## src/rtl/alu_pipe_hs.sv

```systemverilog
// alu_pipe_hs: parametrised ALU with registered result/flags and valid/ready
// handshakes on both sides. Multiply is an iterative shift-add taking WIDTH
// cycles, during which the block refuses new operations.
//
// Ports:
//   CLK        clock, all state updates on posedge
//   RST_N      synchronous active-low reset
//   A, B       operands (WIDTH bits)
//   Sel        operation select (3 bits)
//   in_valid   operands and Sel valid
//   in_ready   block can accept an operation this cycle
//   R          registered result (WIDTH bits)
//   Zflag      R == 0
//   Nflag      R[WIDTH-1]
//   Cflag      carry / borrow / multiply overflow
//   Vflag      signed overflow
//   out_valid  R and flags valid
//   out_ready  consumer takes the result
module alu_pipe_hs #(
   parameter int unsigned WIDTH  = 32,
   parameter bit          MUL_EN = 1'b1
) (
   input  logic             CLK,
   input  logic             RST_N,
   input  logic [WIDTH-1:0] A,
   input  logic [WIDTH-1:0] B,
   input  logic [2:0]       Sel,
   input  logic             in_valid,
   output logic             in_ready,
   output logic [WIDTH-1:0] R,
   output logic             Zflag,
   output logic             Nflag,
   output logic             Cflag,
   output logic             Vflag,
   output logic             out_valid,
   input  logic             out_ready
);

   localparam int unsigned CW = (WIDTH > 1) ? $clog2(WIDTH) : 1;
   localparam logic [CW-1:0] LastCnt = CW'(WIDTH - 1);

   typedef enum logic [0:0] {StIdle, StMul} state_t;

   state_t             state;
   logic [WIDTH-1:0]   a_lat;
   logic [WIDTH-1:0]   b_lat;
   logic [2*WIDTH-1:0] acc;
   logic [CW-1:0]      cnt;

   logic               accept;
   logic               is_mul;
   logic [WIDTH:0]     sum;
   logic [WIDTH:0]     diff;
   logic [WIDTH-1:0]   res;
   logic               res_c;
   logic               res_v;
   logic [2*WIDTH-1:0] addend;
   logic [2*WIDTH-1:0] acc_next;

   assign in_ready = (state == StIdle) && (!out_valid || out_ready);
   assign accept   = in_valid && in_ready;
   assign is_mul   = MUL_EN && (Sel == 3'b011);

   // Single-cycle operations
   always_comb begin
      sum   = {1'b0, A} + {1'b0, B};
      diff  = {1'b0, A} - {1'b0, B};
      res   = '0;
      res_c = 1'b0;
      res_v = 1'b0;
      unique case (Sel)
         3'b000: begin
            res   = sum[WIDTH-1:0];
            res_c = sum[WIDTH];
            res_v = (A[WIDTH-1] == B[WIDTH-1]) && (sum[WIDTH-1] != A[WIDTH-1]);
         end
         3'b001: res = A & B;
         3'b010: res = A | B;
         3'b011: res = '0;  // only reached when the multiplier is absent
         3'b100: begin
            res   = diff[WIDTH-1:0];
            res_c = diff[WIDTH];  // borrow out == (A < B) unsigned
            res_v = (A[WIDTH-1] != B[WIDTH-1]) && (diff[WIDTH-1] != A[WIDTH-1]);
         end
         3'b101: res = {{(WIDTH-1){1'b0}}, (A < B)};
         3'b110: res = A ^ B;
         3'b111: res = {{(WIDTH-1){1'b0}}, ($signed(A) < $signed(B))};
         default: res = '0;
      endcase
   end

   // One shift-add iteration of the multiplier
   always_comb begin
      addend = '0;
      if (a_lat[cnt]) begin
         addend = {{WIDTH{1'b0}}, b_lat} << cnt;
      end
      acc_next = acc + addend;
   end

   always_ff @(posedge CLK) begin
      if (!RST_N) begin
         state     <= StIdle;
         R         <= '0;
         Zflag     <= 1'b0;
         Nflag     <= 1'b0;
         Cflag     <= 1'b0;
         Vflag     <= 1'b0;
         out_valid <= 1'b0;
         a_lat     <= '0;
         b_lat     <= '0;
         acc       <= '0;
         cnt       <= '0;
      end else begin
         // Consumed result drops; a load below on the same edge overrides this
         if (out_valid && out_ready) begin
            out_valid <= 1'b0;
         end
         case (state)
            StIdle: begin
               if (accept) begin
                  if (is_mul) begin
                     a_lat <= A;
                     b_lat <= B;
                     acc   <= '0;
                     cnt   <= '0;
                     state <= StMul;
                  end else begin
                     R         <= res;
                     Zflag     <= (res == '0);
                     Nflag     <= res[WIDTH-1];
                     Cflag     <= res_c;
                     Vflag     <= res_v;
                     out_valid <= 1'b1;
                  end
               end
            end
            StMul: begin
               acc <= acc_next;
               cnt <= cnt + CW'(1);
               // out_valid is already 0 here: the mul accept required the
               // output slot to be free or drained on that edge.
               if (cnt == LastCnt) begin
                  R         <= acc_next[WIDTH-1:0];
                  Zflag     <= (acc_next[WIDTH-1:0] == '0);
                  Nflag     <= acc_next[WIDTH-1];
                  Cflag     <= |acc_next[2*WIDTH-1:WIDTH];
                  Vflag     <= 1'b0;
                  out_valid <= 1'b1;
                  state     <= StIdle;
               end
            end
            default: state <= StIdle;
         endcase
      end
   end

endmodule
```

## config.mk

```make
export PLATFORM = sky130hd
export DESIGN_NAME = alu_pipe_hs
export DESIGN_NICKNAME = d
export VERILOG_FILES = /design/src/rtl/alu_pipe_hs.sv
export SDC_FILE = /design/constraint.sdc
export NUM_CORES = 1
export LEC_CHECK = 0
export CAP_MARGIN = 10
export CORE_ASPECT_RATIO = 1.2
export CORE_MARGIN = 5
export CORE_UTILIZATION = 45
export DETAILED_ROUTE_END_ITERATION = 12
export MAX_ROUTING_LAYER = met4
export PLACE_DENSITY = 0.63
export SYNTH_ARGS = -nofsm -noshare
export SYNTH_HDL_FRONTEND = slang
export SYNTH_SLANG_ARGS = --single-unit
```

## constraint.sdc

```tcl
create_clock -name CLK -period 7.4 [get_ports CLK]
set_input_delay 1.48 -clock CLK [delete_from_list [all_inputs] [get_ports CLK]]
set_output_delay 1.48 -clock CLK [all_outputs]
set_load 0.005 [all_outputs]
```

# Word level (Yosys, flattened, before mapping)
# Cells that the tools add are included.
# Widths: inputs -> output; s select.
# classes
shift,1
bitwise_logic,4
addsub,4
n_eq_ne,16
n_reduce_logical,14
mux,41
magnitude_cmp,3
# op_table
cell,n
$pmux 32 s8,1
$mux 64,3
$pmux 64 s2,1
$mux 32,3
$add 64x64->64,1
$logic_not 32->1,2
$lt 32x32->1,2
$pmux 32 s2,1
$shl 32x5->64,1
$add 32x32->33,1
$sub 32x32->33,1
$and 32x32->32,1
$or 32x32->32,1
$reduce_or 32->1,1
$xor 32x32->32,1
$mux 1,20
$pmux 1 s2,8
$eq 3x3->1 const B,4
$mux 5,2
$pmux 5 s2,1
$eq 3x2->1 const B,2
$lt 5x6->1 const B,1
$ne 2x2->1 const B,3
$reduce_and 3->1,2
other kinds (13),19
# totals
in_bits,71
out_inout_bits,38
elab_cells,94
register_bits,171

# Longest topological paths before layout
# Gate-level depths: netlist of the first run.
# depth
ltp_word,7
ltp_mapped,27
depth_no_buf,22

# Worst setup path after synthesis of the first run
# Ideal clock, no wire load.
# synth_path
path_kind,register to register
from,register cnt[0]
to,register Cflag
n_path_buf,5
path_stages_with_launch,24
period_less_slack_ns,5.715
setup_slack_ns,1.685
setup_ns,0.127
t_required_ns,7.273
arrival_ns,5.588
path_cell_list,dfxtp_1 -> clkbuf_1 -> buf_2 -> mux4_2 -> mux4_2 -> nand2_1 -> and2_1 -> clkbuf_1 -> clkbuf_1 -> nor2_1 -> ha_1 -> clkbuf_1 -> nand4_1 -> nor2_1 -> nand3_1 -> or4_1 -> a211o_1 -> and2_1 -> o21ai_1 -> xor2_1 -> nor4_1 -> nand4b_1 -> nor4_1 -> a31oi_1
# synth_between
elab_chain_cells,7
elab_cells_between_ends,11
cone_classes,add/sub: 1; eq/ne: 2; shift: 1; mux: 5; reduce/logical: 2
# synth_lines
item,line,rtl
from (decl),48,logic [CW-1:0] cnt;
from (signal assigned),140,cnt <= cnt + CW'(1);
$bmux 1 s5,95,if (a_lat[cnt]) begin
$mux 1 (implied by the code),95,
$mux 64,95,
$add 64x64->64,98,acc_next = acc + addend;
$reduce_or 32->1,147,Cflag <= |acc_next[2*WIDTH-1:WIDTH];
$mux 1,143,if (cnt == LastCnt) begin
$pmux 1 s2,119,case (state)
to (signal assigned),132,Cflag <= res_c;
to (signal assigned),147,
to (decl),33,"output logic Cflag,"
# Parallel ways exist; a longest one is shown, timed or not. The select of a mux whose other input is x is not followed.
# A chain may end at the register's enable or synchronous reset.

# Final worst setup path of the first run
# layout_path
from,register cnt[1]
to,register Cflag
# Same word-level chain as after synthesis.

==> out/results.tsv, run 1 <==
metric	value	unit
status	completed	
synthDistinctLibCells	88	
vias_per_cell	6.24	
path_class	reg -> reg	
powerDensity	133	mW/mm^2
die_h	231	um
synth.most_common_cell	nand2_1	
drive_gt1_share	5.76	%
place_ws	0.742	ns
hold_viol	0	
finalSetupTns	0	ns
io_pins	109	
synth_edf_count	0	
gp_congestion	1.04	
wl_per_cell	24.1	um
vias	19600	
grt_pass1_vias	18700	
ant_nets	0	
initial_utilization	45.2	%
dieArea	0.0449	sq mm
relSlewSlack	20.0	%
drt-total-wl	75700	um
synth_ff_type	dfxtp_1	
ys_warn_count	0	
placed_area	0.0197	sq mm
cts_made_buffers	17	
arrival	7.14	ns
grt_use_total	33.2	%
grt_max_degree	86	
syn-num-nets	2843	
dp_hpwl	59300	um
synthCells	2608	
finClkSkew	0.0204	ns
synth_area_leaders	dfxtp_1 19%, ha_1 11%, nand2_1 8.8%	
postCtsSetupRepairBufs	0	
setup_viol	0	
synth-seq-area-share	18.6	%
num_rows	81	
cp.required	7.75	ns
synth.largest_area_cell	dfxtp_1	
synth.top_cells.by_count	428 x nand2_1, 225 x a21oi_1, 221 x nor2_1, 191 x o21ai_0, 170 x dfxtp_1	
clockBufferDepth	2	
diodes	0	
p_leak	8.20	nW
coreArea	0.0405	sq mm
finalWorstSetupSlack	0.613	ns
ctsHoldBuffers	0	
tightest_slew	1.20	ns
gr-total-overflow	0	
drv_slew	0	
clockRootBuffer	clkbuf_16	
fin_crit	6.79	ns
clock.fmax	0.147	GHz
cts_max_level	4	
post_synth.cell_area_avg	7.03	sq um
die_w	194	um
antenna_found_initial	1	
drt_pre_antenna_iters	5	
cts_resized	0	
cp-start-kind	register	
final_nets	2825	
postSynth.asyncResetShare	0	%
critical_path.max_fanout	29	
worst_hold_path_type	reg -> reg	
ys_ff_latch	170	
fill_cells	4155	
synth_top_area_share	18.6	%
drv_cap	0	
fin_area	0.0203	sq mm
drc	0	
clkTransAtPathRegs	0.08	ns
layout-area-overhead-vs-synth	10.6	%
drt-initial-drc-count	1784	
cts.sinks	170	
port_buffers	108	
cts_tree	done	
max-vdd-ir-drop	169	uV
syn_area	0.0183	sq mm
worst_hold_slack	0.462	ns
clk_latency	0.48	ns
grt_pass1_wl	114000	um
grt_setup_unrepaired	no	
cp-end-kind	register	
post-route-period-util	91.7	%
[metal layers]
layer / GRT usage [%] / wire (um)
met1: 39.0 / 30600
met2: 57.4 / 37100
met3: 3.90 / 4260
met4: 14.4 / 3620
met5: - / 0
[cells by family (layout without fill, tap and decap cells)]
group	Yosys count	after routing	share of synthesized area (%)
flip-flops	170	170	18.6
XOR/XNOR	78	78	3.77
multiplexers	78	78	6.22
adder cells (fa/ha/maj)	164	164	11.3
AND/OR/NAND/NOR	958	958	23.7
buffers and inverters	312	307	6.63
AO/OA/AOI/OAI	848	848	29.8
[worst paths after layout]
kind,from,to,slack (ns),cells after the start
worst max-delay path,cnt[1]$_SDFFE_PN0P_,Cflag$_SDFFE_PN0P_,0.61,17
worst min-delay path,R[5]$_SDFFE_PN0P_,R[5]$_SDFFE_PN0P_,0.46,2
worst max register to register,cnt[1]$_SDFFE_PN0P_,Cflag$_SDFFE_PN0P_,0.61,17
worst min register to register,R[5]$_SDFFE_PN0P_,R[5]$_SDFFE_PN0P_,0.46,2
[cell type report]
class	instances	area, sq um	area share [%]
Sequential cell	170	3410	16.8
Multi-Input combinational cell	2126	13800	67.8
Tap cell	539	674	3.33
Clock inverter	14	174	0.857
Timing Repair Buffer	143	1340	6.59
Inverter	132	498	2.46
Clock buffer	18	439	2.17
[stage by stage]
step / util, % / instances / power (mW)
2_1_floorplan: - / 2608 / 1.40
3_3_place_gp: 48.5 / 3110 / 1.69
3_5_place_dp: 48.5 / 3110 / 1.70
4_1_cts: 50.0 / 3142 / 2.69
5_1_grt: 50.0 / 3142 / 2.78
6_report: 50.0 / 3142 / 2.69
[report_power, final]
part | switching [mW] | internal, mW | total [mW] | leakage (nW)
Sequential | 0.0237 | 0.937 | 0.961 | 1.38
Combinational | 0.464 | 0.270 | 0.734 | 6.52
Clock | 0.474 | 0.523 | 0.997 | 0.306
[registers in the layout (all words and copies together) (netlist names), 5 cells and up]
name,count
acc,64
R,32
a_lat,32
b_lat,32
cnt,5
[worst max-delay path, cell delays in order (launching register included)]
cell and delay, ns:
dfxtp_2 0.82, mux4_2 0.44, mux4_2 0.54, nand2_1 0.32
and2_1 0.39, nor2_1 0.16, ha_1 0.52, nand4_1 0.25
nor4_1 0.46, a22oi_1 0.16, a31oi_1 0.55, a31oi_1 0.16
o21ai_0 0.28, xnor2_1 0.15, nor4_1 0.59, nand4b_1 0.25
nor4_1 0.46, a31oi_1 0.14
[cell usage in the layout, fill, tap and decap left out, types with 9 or more instances in the layout]
| cell type | netlist | routed |
|---|---|---|
| o21ai_0 | 191 | 191 |
| a21o_1 | 48 | 48 |
| nand4_1 | 32 | 32 |
| nor2b_1 | 38 | 38 |
| nor3_1 | 31 | 29 |
| a21boi_0 | 91 | 91 |
| xnor2_1 | 48 | 48 |
| nor4_1 | 18 | 18 |
| a21oi_1 | 225 | 225 |
| and2_1 | 55 | 55 |
| dfxtp_1 | 170 | 167 |
| mux4_2 | 27 | 27 |
| mux2_2 | 17 | 17 |
| a31oi_1 | 28 | 28 |
| o31ai_1 | 9 | 9 |
| o22ai_1 | 9 | 9 |
| xor2_1 | 29 | 29 |
| o211ai_1 | 19 | 19 |
| a211oi_1 | 37 | 37 |
| a22oi_1 | 24 | 24 |
| or4_1 | 9 | 9 |
| a221oi_1 | 10 | 10 |
| nand2_1 | 428 | 428 |
| clkbuf_16 | 0 | 17 |
| ha_1 | 161 | 161 |
| o22a_1 | 10 | 10 |
| a211o_1 | 9 | 9 |
| or3_1 | 9 | 9 |
| o21bai_1 | 19 | 19 |
| and3_1 | 23 | 23 |
| inv_1 | 127 | 127 |
| o21ai_1 | 10 | 9 |
| clkdlybuf4s50_1 | 0 | 106 |
| buf_4 | 4 | 36 |
| nor2_1 | 221 | 220 |
| mux2i_1 | 34 | 34 |
| a2111oi_0 | 13 | 12 |
| nand2b_1 | 30 | 30 |
| nand3_1 | 30 | 29 |
| o21a_1 | 22 | 22 |
Note: power is estimated with default switching activity, not from simulation.
==> run 2: changes to the inputs <==
CORE_UTILIZATION = 50   (was 45)
CTS_CLUSTER_SIZE = 20   (was unset)
PLACE_DENSITY = 0.69   (was 0.63)
SLEW_MARGIN = 20   (was unset)
==> out/results.tsv, run 2 (synthesis results as in run 1) <==
metric	value	unit	change
port_buffers	108		unchanged
timing.rr.end	Cflag$_SDFFE_PN0P_		
largest_register_ff_count	64		unchanged
clock.fmax	0.150	GHz	+1.5%
antenna_found_initial	3		+2
clk_latency	0.47	ns	about the same
crit_chain	mux4_2, mux4_2, nand2b_1, and2_1, buf_4, nor2_1, ha_1, and3_1, nand2_1, nor4_1, a32oi_1, nand2_1, a221oi_1, or4_1, nor4_1, nand4b_1, nor4_1, a31oi_1		
grt_pass1_wl	111000	um	-2.2%
hold_viol	0		unchanged
cp-start-kind	register		
status	completed		
cts.sinks	170		unchanged
endpoint	Cflag$_SDFFE_PN0P_		
cts_max_level	4		unchanged
setup_viol	0		unchanged
r2r-start	cnt[0]$_SDFFE_PN0P_		
reg2reg_slack	0.71	ns	+0.10 ns
layout_commonest_cell	nand2_1		
place_ws	0.855	ns	+0.113 ns
finalWorstSetupSlack	0.711	ns	+0.0987 ns
coreArea	0.0360	sq mm	-11%
die_h	220	um	-4.9%
finClkSkew	0.0153	ns	-0.00503 ns
die_w	185	um	-4.9%
fin_crit	6.69	ns	-0.0987 ns
num_rows	76		-6.2%
final_nets	2817		-0.28%
ant_nets	0		unchanged
cp_slowest_stage_delay	0.59	ns	-0.23 ns
worst_hold_path_type	reg -> reg		
wl_per_cell	24.2	um	+0.37%
gr-total-overflow	0		unchanged
final_cell_mix	428 x nand2_1, 225 x a21oi_1, 220 x nor2_1		
cts_tree	done		
worstRegToRegCells	18		+1
drt-total-wl	74100	um	-2.1%
post-route-period-util	90.4	%	-1.3 points
relSlewSlack	24.5	%	+4.5 points
drt-initial-drc-count	2193		+23%
grt_use_total	36.5	%	+3.3 points
critical_path.max_fanout	23		-21%
arrival	7.04	ns	-0.10 ns
holdPathStages	2		unchanged
layout-area-overhead-vs-synth	9.74	%	
clkTransAtPathRegs	0.08	ns	about the same
tightest_slew	1.13	ns	-0.0662 ns
cp.required	7.75	ns	about the same
gp_congestion	1.02		-1.7%
fill_cells	3515		-15%
grt_max_degree	89		+3.5%
initial_utilization	50.9	%	+5.6 points
finalSetupTns	0	ns	unchanged
drc	0		unchanged
max-vdd-ir-drop	184	uV	+9.1%
dieArea	0.0406	sq mm	-9.5%
vias_per_cell	6.45		+3.5%
crit_slowest_cell	mux4_2		
drive_gt1_share	5.47	%	-0.29 points
drv_cap	0		unchanged
cp-end-kind	register		
vias	19800		+0.95%
cts_made_buffers	17		unchanged
grt_pass1_vias	18500		-1.1%
cts_resized	0		unchanged
p_leak	8.15	nW	-0.61%
dp_hpwl	58300	um	-1.7%
clockBufferDepth	2		unchanged
finalPower	2.64	mW	-1.9%
grt_setup_unrepaired	no		
clockRootBuffer	clkbuf_16		
postCtsSetupRepairBufs	0		unchanged
drt_pre_antenna_iters	6		+1
ctsHoldBuffers	0		unchanged
path_class	reg -> reg		
top_register	acc		
powerDensity	131	mW/mm^2	-1.2%
cp-startpoint	cnt[0]$_SDFFE_PN0P_		
io_pins	109		unchanged
cp_common_cell	nor4_1		
drv_slew	0		unchanged
==> run 2: changes by cell type in the layout (fill, tap and decap cells not counted), sizes merged <==
cell,change
buf,-8
clkinv,+3
diode,+2
inv,-2
bufinv,-1
clkbuf,-1
clkinvlp,+1
==> run 2: layer usage <==
| metal | global-route usage, % | vias up | wire length (um) |
|---|---|---|---|
| li1 | - | 9203 | - |
| met1 | 44.3 | 9452 | 29600 |
| met2 | 59.4 | 926 | 34700 |
| met4 | 19.2 | 0 | 4800 |
| met3 | 4.57 | 198 | 4960 |
| met5 | - | - | 0 |
==> run 2: area by class of cell <==
| type | instances | area (sq um) | area share (%) |
|---|---|---|---|
| multi-input combinational | 2126 | 13700 | 68.3 |
| sequential | 170 | 3410 | 16.9 |
| timing repair buffer | 135 | 1280 | 6.34 |
| tap | 468 | 586 | 2.91 |
| inverter | 132 | 498 | 2.47 |
| clock buffer | 17 | 425 | 2.11 |
| clock inverter | 15 | 178 | 0.883 |
| antenna | 2 | 5.00 | 0.0249 |
==> run 2: how the worst min path moves through the flow <==
stage | start | end | slack [ns]
after floorplan | a_lat[10]$_SDFFE_PN0P_ | a_lat[10]$_SDFFE_PN0P_ | 0.44
after global placement | R[5]$_SDFFE_PN0P_ | R[5]$_SDFFE_PN0P_ | 0.45
after detailed placement | a_lat[26]$_SDFFE_PN0P_ | a_lat[26]$_SDFFE_PN0P_ | 0.46
after CTS | a_lat[26]$_SDFFE_PN0P_ | a_lat[26]$_SDFFE_PN0P_ | 0.47
after global routing | a_lat[26]$_SDFFE_PN0P_ | a_lat[26]$_SDFFE_PN0P_ | 0.48
final | a_lat[26]$_SDFFE_PN0P_ | a_lat[26]$_SDFFE_PN0P_ | 0.46
==> run 2: critical path, delay by kind of cell, from the launching register on <==
kind                     cells  cell delay (ns)
AO/OA/AOI/OAI                3             0.56
multiplexers                 2             1.14
AND/OR/NAND/NOR             11             3.47
flip-flops                   1             0.53
adder cells (fa/ha/maj)      1             0.50
buffers and inverters        1             0.35
==> run 2: power by group <==
part / internal (mW) / total, mW / leakage, nW / switching, mW
clock network: 0.484 / 0.955 / 0.293 / 0.472
logic: 0.263 / 0.723 / 6.48 / 0.460
registers: 0.938 / 0.962 / 1.38 / 0.0242
==> run 2: stage by stage <==
step	std cells	util, %	instance area [sq um]	hold WS, ns
2_1_floorplan	2608	-	18300	0.440
3_3_place_gp	3031	54.2	19500	0.450
3_5_place_dp	3031	54.2	19500	0.457
4_1_cts	3063	55.8	20100	0.467
5_1_grt	3065	55.8	20100	0.477
6_report	3065	55.8	20100	0.463
